[config.mk]
export PLATFORM = sky130hd
export DESIGN_NAME = board_engine
export DESIGN_NICKNAME = d
export VERILOG_FILES = /design/src/rtl/board_pkg.sv /design/src/rtl/lfsr8.sv /design/src/rtl/board_engine.sv
export SDC_FILE = /design/constraint.sdc
export NUM_CORES = 1
export LEC_CHECK = 0
export BUFFER_PORTS_ARGS = -buffer_cell sky130_fd_sc_hd__clkbuf_2
export CAP_MARGIN = 20
export CELL_PAD_IN_SITES_DETAIL_PLACEMENT = 0
export CELL_PAD_IN_SITES_GLOBAL_PLACEMENT = 1
export CORE_MARGIN = 2
export CORE_UTILIZATION = 45
export CTS_CLUSTER_SIZE = 40
export DETAILED_ROUTE_END_ITERATION = 10
export PLACE_DENSITY_LB_ADDON = 0.1
export SYNTH_ARGS = -nofsm -noshare
export SYNTH_HDL_FRONTEND = slang
export SYNTH_SLANG_ARGS = --single-unit
export TNS_END_PERCENT = 20
[constraint.sdc]
create_clock -name clk2 -period 7.6 [get_ports clk2]
set_input_delay 0.38 -clock clk2 [delete_from_list [all_inputs] [get_ports clk2]]
set_output_delay 0.38 -clock clk2 [all_outputs]
set_load 0.005 [all_outputs]
[src/rtl/board_pkg.sv]
`default_nettype none
// ============================================================================
// Module      : board_pkg
// Description : Shared cell/direction codes and board-init helper for the
//               Eatbean playfield datapath.
// Revision    : 1.0 - initial release
// ============================================================================
package board_pkg;

  typedef enum logic [1:0] {
    CELL_EMPTY  = 2'b00,
    CELL_PLAYER = 2'b01,
    CELL_BEAN   = 2'b10,
    CELL_WALL   = 2'b11
  } cell_e;

  typedef enum logic [1:0] {
    DIR_UP    = 2'b00,
    DIR_DOWN  = 2'b01,
    DIR_LEFT  = 2'b10,
    DIR_RIGHT = 2'b11
  } dir_e;

  localparam int MAX_SEARCH = 16;
  localparam int SCORE_MAX  = 1023;

  // Power-on contents of one cell: walled border, beans inside, hole under the player.
  function automatic logic [1:0] init_cell(input int x, input int y, input int w,
                                           input int h, input int sx, input int sy);
    logic [1:0] c;
    if (x == 0 || x == w - 1 || y == 0 || y == h - 1) begin
      c = CELL_WALL;
    end else if (x == sx && y == sy) begin
      c = CELL_EMPTY;
    end else begin
      c = CELL_BEAN;
    end
    return c;
  endfunction

endpackage
`default_nettype wire

[src/rtl/lfsr8.sv]
`default_nettype none
// ============================================================================
// Module      : lfsr8
// Description : 8-bit Fibonacci LFSR, x^8+x^6+x^5+x^4+1, enable + sync load.
// Revision    : 1.0 - initial release
// ============================================================================
module lfsr8 (
  input  logic       clk,
  input  logic       i_load,
  input  logic [7:0] i_seed,
  input  logic       i_en,
  output logic [7:0] o_q
);

  logic [7:0] r_q;
  logic       w_fb;

  assign w_fb = r_q[7] ^ r_q[5] ^ r_q[4] ^ r_q[3];

  always_ff @(posedge clk) begin
    if (i_load) begin
      r_q <= i_seed;
    end else if (i_en) begin
      r_q <= {r_q[6:0], w_fb};
    end
  end

  assign o_q = r_q;

endmodule
`default_nettype wire

[src/rtl/board_engine.sv]
`default_nettype none
// ============================================================================
// Module      : board_engine
// Description : Eatbean playfield: cell map, player, score, bean growth search
//               and registered renderer read port.
// Revision    : 1.0 - initial release
// ============================================================================
module board_engine
  import board_pkg::*;
#(
  parameter int         GRID_W    = 16,
  parameter int         GRID_H    = 16,
  parameter int         START_X   = 1,
  parameter int         START_Y   = 1,
  parameter logic [7:0] LFSR_SEED = 8'hA5
) (
  input  logic                      clk2,
  input  logic                      rst,
  input  logic                      key_up,
  input  logic                      key_down,
  input  logic                      key_left,
  input  logic                      key_right,
  input  logic                      menu,
  input  logic                      first_do,
  input  logic                      go_one_step,
  input  logic                      eat_apple,
  input  logic                      random_growth,
  input  logic                      null_out,
  input  logic                      game_over,
  output logic [1:0]                head,
  output logic [$clog2(GRID_W)-1:0] pos_x,
  output logic [$clog2(GRID_H)-1:0] pos_y,
  output logic [1:0]                dir,
  output logic [9:0]                score,
  output logic [11:0]               beans_left,
  output logic                      all_eaten,
  output logic                      growth_busy,
  input  logic [$clog2(GRID_W)-1:0] rd_x,
  input  logic [$clog2(GRID_H)-1:0] rd_y,
  output logic [1:0]                rd_cell
);

  localparam int XW    = $clog2(GRID_W);
  localparam int YW    = $clog2(GRID_H);
  localparam int NW    = XW + YW;
  localparam int NCELL = GRID_W * GRID_H;
  localparam int TW    = $clog2(MAX_SEARCH);

  localparam logic [11:0]   C_BEANS_INIT = 12'((GRID_W - 2) * (GRID_H - 2) - 1);
  localparam logic [9:0]    C_SCORE_MAX  = 10'(SCORE_MAX);
  localparam logic [TW-1:0] C_LAST_TRY   = TW'(MAX_SEARCH - 1);

  function automatic logic [2*NCELL-1:0] f_map_init();
    logic [2*NCELL-1:0] v;
    v = '0;
    for (int yy = 0; yy < GRID_H; yy++) begin
      for (int xx = 0; xx < GRID_W; xx++) begin
        v[(NW+1)'(2 * (yy * GRID_W + xx)) +: 2] =
          init_cell(xx, yy, GRID_W, GRID_H, START_X, START_Y);
      end
    end
    return v;
  endfunction

  localparam logic [2*NCELL-1:0] C_MAP_INIT = f_map_init();

  // Cell (x,y) lives at bits [2*{y,x} +: 2]; the whole image reloads in one cycle.
  logic [2*NCELL-1:0] r_map;
  logic [XW-1:0]      r_pos_x;
  logic [YW-1:0]      r_pos_y;
  logic [1:0]         r_dir;
  logic [9:0]         r_score;
  logic [11:0]        r_beans;
  logic               r_busy;
  logic [TW-1:0]      r_tries;
  logic [1:0]         r_head;
  logic [1:0]         r_rd_cell;

  logic               w_init;
  logic               w_frozen;
  logic               w_key_ok;
  logic               w_do_eat;
  logic               w_do_move;
  logic               w_do_start;
  logic               w_search;
  logic               w_accept;
  logic               w_giveup;
  logic [XW-1:0]      w_nx;
  logic [YW-1:0]      w_ny;
  logic [XW-1:0]      w_cx;
  logic [YW-1:0]      w_cy;
  logic [NW-1:0]      w_nidx;
  logic [NW-1:0]      w_cidx;
  logic [NW-1:0]      w_ridx;
  logic [7:0]         w_lfsr;
  logic [1:0]         w_cand_cell;
  logic               w_we;
  logic [NW-1:0]      w_waddr;
  logic [1:0]         w_wdata;

  assign w_init     = rst | first_do;
  assign w_frozen   = menu | game_over;
  assign w_key_ok   = ~(menu | first_do | go_one_step | null_out | eat_apple | random_growth);
  assign w_do_eat   = ~w_init & ~w_frozen & eat_apple;
  assign w_do_move  = ~w_init & ~w_frozen & ~eat_apple & null_out;
  assign w_do_start = ~w_init & ~w_frozen & ~eat_apple & ~null_out & random_growth & ~r_busy;
  // The search pauses during an eat so the map keeps a single write port.
  assign w_search   = ~w_init & ~w_frozen & ~eat_apple & r_busy;

  always_comb begin
    w_nx = r_pos_x;
    w_ny = r_pos_y;
    case (r_dir)
      DIR_UP:   w_ny = r_pos_y - YW'(1);
      DIR_DOWN: w_ny = r_pos_y + YW'(1);
      DIR_LEFT: w_nx = r_pos_x - XW'(1);
      default:  w_nx = r_pos_x + XW'(1);
    endcase
  end

  lfsr8 u_lfsr (
    .clk    (clk2),
    .i_load (rst),
    .i_seed (LFSR_SEED),
    .i_en   (w_search),
    .o_q    (w_lfsr)
  );

  assign w_cx = XW'({3'b000, w_lfsr[3:0]} % 7'(GRID_W));
  assign w_cy = YW'({3'b000, w_lfsr[7:4]} % 7'(GRID_H));

  assign w_nidx      = {w_ny, w_nx};
  assign w_cidx      = {w_cy, w_cx};
  assign w_ridx      = {rd_y, rd_x};
  assign w_cand_cell = r_map[{w_cidx, 1'b0} +: 2];

  assign w_accept = w_search && (w_cand_cell == CELL_EMPTY)
                 && !(w_cx == r_pos_x && w_cy == r_pos_y)
                 && !(w_cx == w_nx && w_cy == w_ny);
  assign w_giveup = w_search && !w_accept && (r_tries == C_LAST_TRY);

  assign w_we    = w_do_eat | w_accept;
  assign w_waddr = w_do_eat ? w_nidx : w_cidx;
  assign w_wdata = w_do_eat ? CELL_EMPTY : CELL_BEAN;

  always_ff @(posedge clk2) begin
    if (w_init) begin
      r_map <= C_MAP_INIT;
    end else if (w_we) begin
      r_map[{w_waddr, 1'b0} +: 2] <= w_wdata;
    end
  end

  always_ff @(posedge clk2) begin
    if (w_init) begin
      r_pos_x   <= XW'(START_X);
      r_pos_y   <= YW'(START_Y);
      r_dir     <= DIR_RIGHT;
      r_score   <= '0;
      r_beans   <= C_BEANS_INIT;
      r_busy    <= 1'b0;
      r_tries   <= '0;
      r_head    <= CELL_EMPTY;
      r_rd_cell <= CELL_EMPTY;
    end else begin
      r_head    <= r_map[{w_nidx, 1'b0} +: 2];
      r_rd_cell <= (rd_x == r_pos_x && rd_y == r_pos_y) ? CELL_PLAYER
                                                         : r_map[{w_ridx, 1'b0} +: 2];

      if (w_key_ok) begin
        if (key_up) begin
          r_dir <= DIR_UP;
        end else if (key_down) begin
          r_dir <= DIR_DOWN;
        end else if (key_left) begin
          r_dir <= DIR_LEFT;
        end else if (key_right) begin
          r_dir <= DIR_RIGHT;
        end
      end

      if (w_do_eat | w_do_move) begin
        r_pos_x <= w_nx;
        r_pos_y <= w_ny;
      end

      if (w_do_eat && r_score != C_SCORE_MAX) begin
        r_score <= r_score + 10'd1;
      end

      if (w_do_eat) begin
        if (r_beans != 12'd0) begin
          r_beans <= r_beans - 12'd1;
        end
      end else if (w_accept) begin
        r_beans <= r_beans + 12'd1;
      end

      if (w_do_start) begin
        r_busy  <= 1'b1;
        r_tries <= '0;
      end else if (w_accept | w_giveup) begin
        r_busy <= 1'b0;
      end else if (w_search) begin
        r_tries <= r_tries + TW'(1);
      end
    end
  end

  assign head        = r_head;
  assign pos_x       = r_pos_x;
  assign pos_y       = r_pos_y;
  assign dir         = r_dir;
  assign score       = r_score;
  assign beans_left  = r_beans;
  assign all_eaten   = (r_beans == 12'd0);
  assign growth_busy = r_busy;
  assign rd_cell     = r_rd_cell;

endmodule
`default_nettype wire

* Word level (Yosys, flattened, before mapping)
Index checks and enable logic that the tools add are counted.
Widths: inputs -> output; s select.
** Storage, ports and cells
- Bits in registers :: 561
- Output and inout bits :: 38
- Logic and storage cells :: 105
** Operators by class
- Add/subtract/negate cells :: 9
- Equal/unequal tests :: 11
- Shift-type cells :: 5
- Muxes and demuxes :: 15
- Bitwise operators :: 28
- Reductions and logical operators :: 25
** Operators with widths (number)
- $shiftx 512x10->2 :: 3
- $bwmux 512 :: 1
- $shift 2x11->512 const A :: 1
- $shiftx 2x11->512 :: 1
- $mux 12 :: 3
- $eq 4x4->1 :: 6
- $pmux 4 s2 :: 2
- $add 12x1->12 const B :: 1
- $add 4x1->4 const B :: 3
- $logic_not 12->1 :: 1
- $reduce_bool 12->1 :: 1
- $sub 12x1->12 const B :: 1
- $neg 9->11 :: 1
- $add 10x1->10 const B :: 1
- $mux 2 :: 5
- $ne 10x10->1 const B :: 1
- $or 1x1->1 :: 10
- $logic_and 1x1->1 :: 9
- $and 1x1->1 :: 8
- $mux 8 :: 1
- $sub 4x1->4 const B :: 2
- $not 1->1 :: 7
- $reduce_and 2->1 :: 3
- $reduce_or 2->1 :: 3
- 10 further kinds :: 18

* Depth between registers and ports, before layout
Gate-level depths: netlist of the first run.
- Word-level depth :: 14
- Mapped depth :: 21
- Gate-level depth less buffers :: 13

* Hierarchy
Synthesis of the first run repeated with hierarchy kept, for this count alone.
** Second synthesis, totals
- Cells, all modules :: 2634
- Area, all modules :: 23099.7 µm²
** Modules (own cells, without submodules)
- board_engine :: times used 1, cells an instance 2612, area an instance 22728.0 µm², seq. area each 6546.3 µm²
- lfsr8 :: times used 1, cells an instance 22, area an instance 371.6 µm², seq. area each 240.2 µm²

* Worst setup path before layout of the first run
No wires, ideal clock.
- Path type :: flip-flop to flip-flop
- Start :: register r_dir[1] (netlist: dir[1])
- End :: register r_map[493]
- Setup time :: 0.135 ns
- Arrival time :: 4.802 ns
- Required time :: 7.465 ns
- Setup slack :: 2.663 ns
- Stages on the path, launching flop included :: 21
- Path buffers :: 7
- Period minus slack after synthesis :: 4.937 ns
- Cells stage by stage :: dfxtp_1 -> buf_2 -> buf_2 -> buf_2 -> nand2b_1 -> xnor2_1 -> ha_1 -> mux2i_1 -> buf_2 -> buf_1 -> buf_1 -> nor2_1 -> a21oi_1 -> ha_1 -> o211a_1 -> buf_2 -> o21ai_0 -> nor3_1 -> nand2_1 -> o311ai_0 -> o41ai_1
** On the way
- Word-level cells in the longest chain between the ends :: 8
** RTL lines
- from (decl) :: line board_engine.sv:71 : logic [1:0] r_dir;
- from (signal assigned) :: line board_engine.sv:158 : r_dir <= DIR_RIGHT;
- from (signal assigned) :: line board_engine.sv:172 : r_dir <= DIR_UP;
- from (signal assigned) :: line board_engine.sv:174 : r_dir <= DIR_DOWN;
- branches (longest 8 deep; another with $neg 9->11)
- to (signal, indexed assignment) :: line board_engine.sv:150 : r_map[{w_waddr, 1'b0} +: 2] <= w_wdata;
- to (decl) :: line board_engine.sv:68 : logic [2*NCELL-1:0] r_map;
Parallel ways; which one is timed is not known.
A chain may end at the register's enable or synchronous reset.

* Final worst setup path of the first run
- Start :: register r_dir[1] (netlist: dir[1])
- End :: register r_map[465]
Same word-level chain as after synthesis.

==> metrics.csv, run 1 <==
metric;value;unit
skew;19.04;ps
cts_buffers;42;
finish.utilization;50.16;%
cts.path.max_buffers;3;
synth_area;22370;um^2
fin_nets;2360;
dpl_cell_area;23090;um^2
core_area;49050;um^2
min_path_type;in -> reg;
grt_pass1_wl;149800;um
fp.dieW;227.0;um
ios;59;
die_height;227.0;um
async_reset_ff_share;0;%
max-slew-margin-rel;11.07;%
diodes;0;
grt_max_degree;202;
vias_per_cell;7.484;
synth_edf_count;0;
wire_per_inst;34.18;um
netlist_top_cells_area;dfxtp_1, mux4_2, mux2i_1;
grtUsageTotal;39.89;%
fmax;165.7;MHz
htreeDepth;2;
clkTransAtPathRegs;60;ps
fin_ws;1564;ps
cts_resized;0;
drtIter0Drc;3092;
synth_seq_cells;335;
critPathRequiredTime;8070;ps
yosysWarnings;0;
ant_nets;0;
finalMaxSlewViolations;0;
place.gp.congestion;1.014;
post_synth_num_cell_types;89;
finalCriticalPeriod;6036;ps
hold_viol;0;
drc;0;
fin_area;24600;um^2
synth_seq_area_share;29.98;%
root_buffer;clkbuf_16;
fin_crit_sh;79.42;%
vias;22586;
ir_drop;0.1405;mV
area_growth;9.995;%
grt_pass1_vias;21221;
antenna_found_initial;0;
clk-insertion-delay-late;590;ps
pre_cts_ws;1517;ps
grt-ovfl-total;0;
layout_commonest_cell;dfxtp_1;
holdBufCountCts;0;
tns;0;ps
synth_largest_area_cell;dfxtp_1;
synth_ff_type;dfxtp_1;
drv_cap;0;
worstSetupEndpointType;register;
yosys.area.top_type_share;29.98;%
die_area;51510;um^2
wl;103100;um
port_buffers;58;
dpl.hpwl;68530;um
worstSetupPathType;reg -> reg;
p_per_area;172.0;nW/um^2
leakagePower;7.791;nW
fp-row-count;81;
fill_cells;4626;
arrival;6500;ps
synth_nets;2429;
layout_common_cells;dfxtp_1, nand2_1, nor2_1;
post_cts_buffers;0;
syn_inst;2390;
firstDrtPassIters;6;
critPathLaunchType;register;
crit_fanout;28;
tritoncts;yes;
syn_area_per_cell;9.359;um^2
rsz0062_at_grt;no;
clock-sinks;335;
initial_utilization;45.60;%
status;completed;
finalSetupViolCount;0;
drive_above_1_share;18.78;%
worst_pin_slew;1334;ps
## synthesized netlist by cell type (all sizes together) (17+ instances only)
library cell and n:
o21ai 83, dfxtp 335, a211oi 79, xnor2 30
buf 95, clkbuf 143, o41ai 27, xor2 24
a31oi 62, nand2 203, and2 20, a21oi 126
nor3 58, nand3 75, mux4 162, o221ai 34
mux2 19, o22ai 20, a221o 17, o311ai 105
o31ai 109, mux2i 146, nor2 177
## worst paths after layout
kind | start | to | slack, ps | cells after the start
setup reg to reg | dir[1]$_SDFFE_PP1P_ | r_map[465]$_SDFFE_PP0P_ | 1560 | 15
setup / recovery | dir[1]$_SDFFE_PP1P_ | r_map[465]$_SDFFE_PP0P_ | 1560 | 15
hold / removal | random_growth | growth_busy$_SDFFE_PP0P_ | 110 | 3
hold reg to reg | u_lfsr.o_q[4]$_SDFFE_PP0P_ | u_lfsr.o_q[4]$_SDFFE_PP0P_ | 460 | 2
## where the power goes
part           switching, mW  leakage (nW)  internal, mW
Combinational          0.194          4.36        0.0722
Clock                  0.875         0.729          1.33
Sequential           0.00227          2.71          1.76
Total                   1.07          7.79          3.16
## sequential cells by signal (all words and copies together), names as in the netlist
signal       count
rd_cell          2
r_map          286
growth_busy      1
dir              2
pos_y            4
r_tries          4
pos_x            4
beans_left      12
score           10
u_lfsr.o_q       8
head             2
## layer usage
| layer | global-route usage, % | share of wire [%] | vias to the layer above |
|---|---|---|---|
| met1 | 53.05 | 39 | 11032 |
| met5 | 0 | 0 | - |
| met2 | 56.39 | 41 | 1763 |
| met4 | 25.72 | 7.6 | 0 |
| li1 | - | - | 9353 |
| met3 | 11.76 | 13 | 438 |
## area by class of cell
class	count	area [um^2]	share of cell area (%)
flip-flops and latches	335	6716	27.30
clock buffers	57	1220	4.958
clock inverters	20	269.0	1.093
inverters	18	68.82	0.2797
multi-input cells	1799	14650	59.55
well taps	664	830.8	3.377
repair buffers	125	848.3	3.448
## per-stage QoR
| stage | std cells | hold slack, ps | total power [mW] |
|---|---|---|---|
| 2_1_floorplan | 2390 | 449.5 | 1.958 |
| 3_3_place_gp | 2939 | 444.4 | 2.052 |
| 3_5_place_dp | 2940 | 451.3 | 2.052 |
| 4_1_cts | 3017 | 85.17 | 4.230 |
| 5_1_grt | 3018 | 145.7 | 4.314 |
| 6_report | 3018 | 108.6 | 4.233 |
## logic make-up after synthesis
| group | count (synthesis) | share of synthesized area, % |
|---|---|---|
| AO/OA/AOI/OAI | 754 | 24.21 |
| buffers and inverters | 256 | 4.984 |
| flip-flops | 335 | 29.98 |
| XOR/XNOR | 54 | 2.282 |
| adder cells (fa/ha/maj) | 18 | 1.074 |
| AND/OR/NAND/NOR | 646 | 13.66 |
| multiplexers | 327 | 23.80 |
## worst max-delay path, cell delays in order (launching register included)
cell	delay (ps)
dfxtp_1	630
buf_4	330
nand2b_1	100
xnor2_1	130
ha_1	320
mux2i_4	130
buf_4	430
nor2_1	70
a21oi_1	150
ha_1	230
o211a_1	530
o21a_1	810
o21ai_0	660
nor3_1	790
nand2_1	190
o41ai_1	350
Power figures use the tool's default switching activity.
==> inputs of run 2 (changes only) <==
==> constraint.sdc (replaced) <==
create_clock -name clk2 -period 5.3 [get_ports clk2]
set_input_delay 0.265 -clock clk2 [delete_from_list [all_inputs] [get_ports clk2]]
set_output_delay 0.265 -clock clk2 [all_outputs]
set_load 0.005 [all_outputs]
==> metrics.csv, run 2 (same netlist as run 1, synthesis figures left out) <==
metric;value;unit;change
finish.utilization;50.30;%;+0.14 points
port_buffers;58;;unchanged
die_area;51510;um^2;unchanged
drtIter0Drc;3163;;+2.3%
vias_per_cell;7.385;;-1.3%
cp.buffers_inverters;3;;+1
tritoncts;yes;;
grtUsageTotal;39.69;%;-0.20 points
dr_wl_met3;12240;um;-5.2%
critPathLaunchType;register;;
arrival;5410;ps;-1090 ps
drv_cap;0;;unchanged
dpl.hpwl;71110;um;+3.8%
worstSetupEndpointType;register;;
p_per_area;231.8;nW/um^2;+35%
finalMaxSlewViolations;0;;unchanged
finalCriticalPeriod;4923;ps;-1112 ps
core_area;49050;um^2;unchanged
skew;36.92;ps;+17.88 ps
path_cells;buf_4 -> inv_1 -> mux4_2 -> mux2i_1 -> o21ai_0 -> a31o_2 -> a211oi_4 -> o211a_1 -> buf_4 -> a211oi_1 -> a21oi_1;;
cp.depth;11;;-4
fp.dieW;227.0;um;unchanged
ios;59;;unchanged
grt_pass1_vias;20953;;-1.3%
layout_commonest_cell;dfxtp_1;;
crit_path_top_delay_cell;dfxtp_4;;
post_cts_buffers;0;;unchanged
cts_resized;0;;unchanged
leakagePower;7.878;nW;+1.1%
root_buffer;clkbuf_16;;
drc;0;;unchanged
worst_pin_slew;1215;ps;-119.5 ps
r2r_end;r_map[211]$_SDFFE_PP1P_;;
tns;0;ps;unchanged
htreeDepth;2;;unchanged
holdBufCountCts;1;;+1
cpLargestDelayFamily;compound AO/OA/AOI/OAI gates;;
fin_crit_sh;92.89;%;+13 points
place.gp.congestion;1.049;;+3.5%
fill_cells;4678;;+1.1%
dpl_cell_area;23340;um^2;+1.1%
rsz0062_at_grt;no;;
grt_max_degree;98;;-51%
fin_ws;376.7;ps;-1188 ps
cts_buffers;41;;-2.4%
regArea;6716;um^2;unchanged
crit_start;u_lfsr.o_q[1]$_SDFFE_PP0P_;;
max-slew-margin-rel;18.18;%;+7.1 points
clock-sinks;335;;unchanged
drive_above_1_share;19.09;%;+0.32 points
area_growth;10.30;%;
layout_common_cells;dfxtp_1, nand2_1, nor2_1;;
fin_area;24670;um^2;+0.28%
cpMostUsedCell;buf_4;;
r2r_setup_slack;380;ps;-1190 ps
wire_per_inst;33.68;um;-1.5%
r2r-start;u_lfsr.o_q[1]$_SDFFE_PP0P_;;
multi_input_area;14610;um^2;-0.26%
antenna_found_initial;1;;+1
wl;102400;um;-0.69%
status;completed;;
cts.path.max_buffers;3;;unchanged
critPathRequiredTime;5790;ps;-2280 ps
endpoint;r_map[211]$_SDFFE_PP1P_;;
clk-insertion-delay-late;590;ps;about the same
pre_cts_ws;596.0;ps;-920.7 ps
initial_utilization;45.60;%;unchanged
largest_register;r_map;;
min_path_type;in -> reg;;
diodes;0;;unchanged
top_layer;met4;;
ir_drop;0.1907;mV;+36%
worstSetupPathType;reg -> reg;;
ff2ff_path_depth;11;;-4
fin_nets;2392;;+1.4%
clkTransAtPathRegs;60;ps;about the same
hold_viol;0;;unchanged
cpPeakStageDelay;880;ps;+70 ps
fp-row-count;81;;unchanged
dr_wl_met2;42600;um;+0.92%
wl_met1;40260;um;about the same
hold_depth;5;;+2
finalSetupViolCount;0;;unchanged
grt-ovfl-total;0;;unchanged
largest_reg_flops;286;;unchanged
ant_nets;0;;unchanged
fmax;203.1;MHz;+23%
vias;22465;;-0.54%
die_height;227.0;um;unchanged
grt_pass1_wl;148800;um;-0.67%
firstDrtPassIters;6;;unchanged
crit_fanout;43;;+54%
run 2: cell count changes in the layout (fill, tap and decap cells not counted), moves of 2 or more:
cell	before	now
clkinvlp_4	3	1
nand2_2	7	3
clkinv_2	9	6
buf_4	63	91
buf_12	2	7
bufinv_16	6	0
nand3_1	73	75
nand2_1	196	200
nand3_2	2	0
clkbuf_1	6	8
run 2: area by class of cell:
type                    count  area share (%)
clock buffers              61           5.132
clock inverters             7          0.1673
inverters                  18          0.2789
multi-input cells        1799           59.22
flip-flops and latches    335           27.22
well taps                 664           3.367
repair buffers            158           4.610
run 2: per-layer routing:
metal	GRT usage [%]	vias up
li1	-	9387
met1	53.54	11066
met2	57.21	1619
met3	10.33	393
met4	23.51	0
met5	0	-
run 2: worst min-delay path by stage:
stage / start / endpoint / slack (ps)
floorplan: random_growth / growth_busy$_SDFFE_PP0P_ / 450
global placement: r_tries[0]$_SDFFE_PP0P_ / r_tries[0]$_SDFFE_PP0P_ / 470
detailed placement: r_map[425]$_SDFFE_PP0P_ / r_map[425]$_SDFFE_PP0P_ / 470
CTS: key_up / dir[1]$_SDFFE_PP1P_ / 20
global route: key_up / dir[1]$_SDFFE_PP1P_ / 60
finish: key_right / dir[0]$_SDFFE_PP1P_ / 50
run 2: worst register-to-register path: cells and delay by family, from the launching register on:
| kind | cells | cell delay, ps |
|---|---|---|
| buf+inv | 3 | 1280 |
| compound gates | 6 | 2080 |
| flops | 1 | 880 |
| mux | 2 | 620 |
run 2: report_power, final:
group / internal, mW / switching [mW] / total, mW
Sequential: 2.52 / 0.00303 / 2.52
Clock: 1.64 / 1.17 / 2.82
Combinational: 0.108 / 0.274 / 0.381
run 2: metrics by stage:
step	instances	hold slack (ps)	power, mW
3_5_place_dp	2971	472.1	2.943
3_3_place_gp	2971	471.3	2.941
5_1_grt	3042	61.07	5.836
4_1_cts	3040	23.23	5.720
2_1_floorplan	2390	446.3	2.808
6_report	3042	47.37	5.719
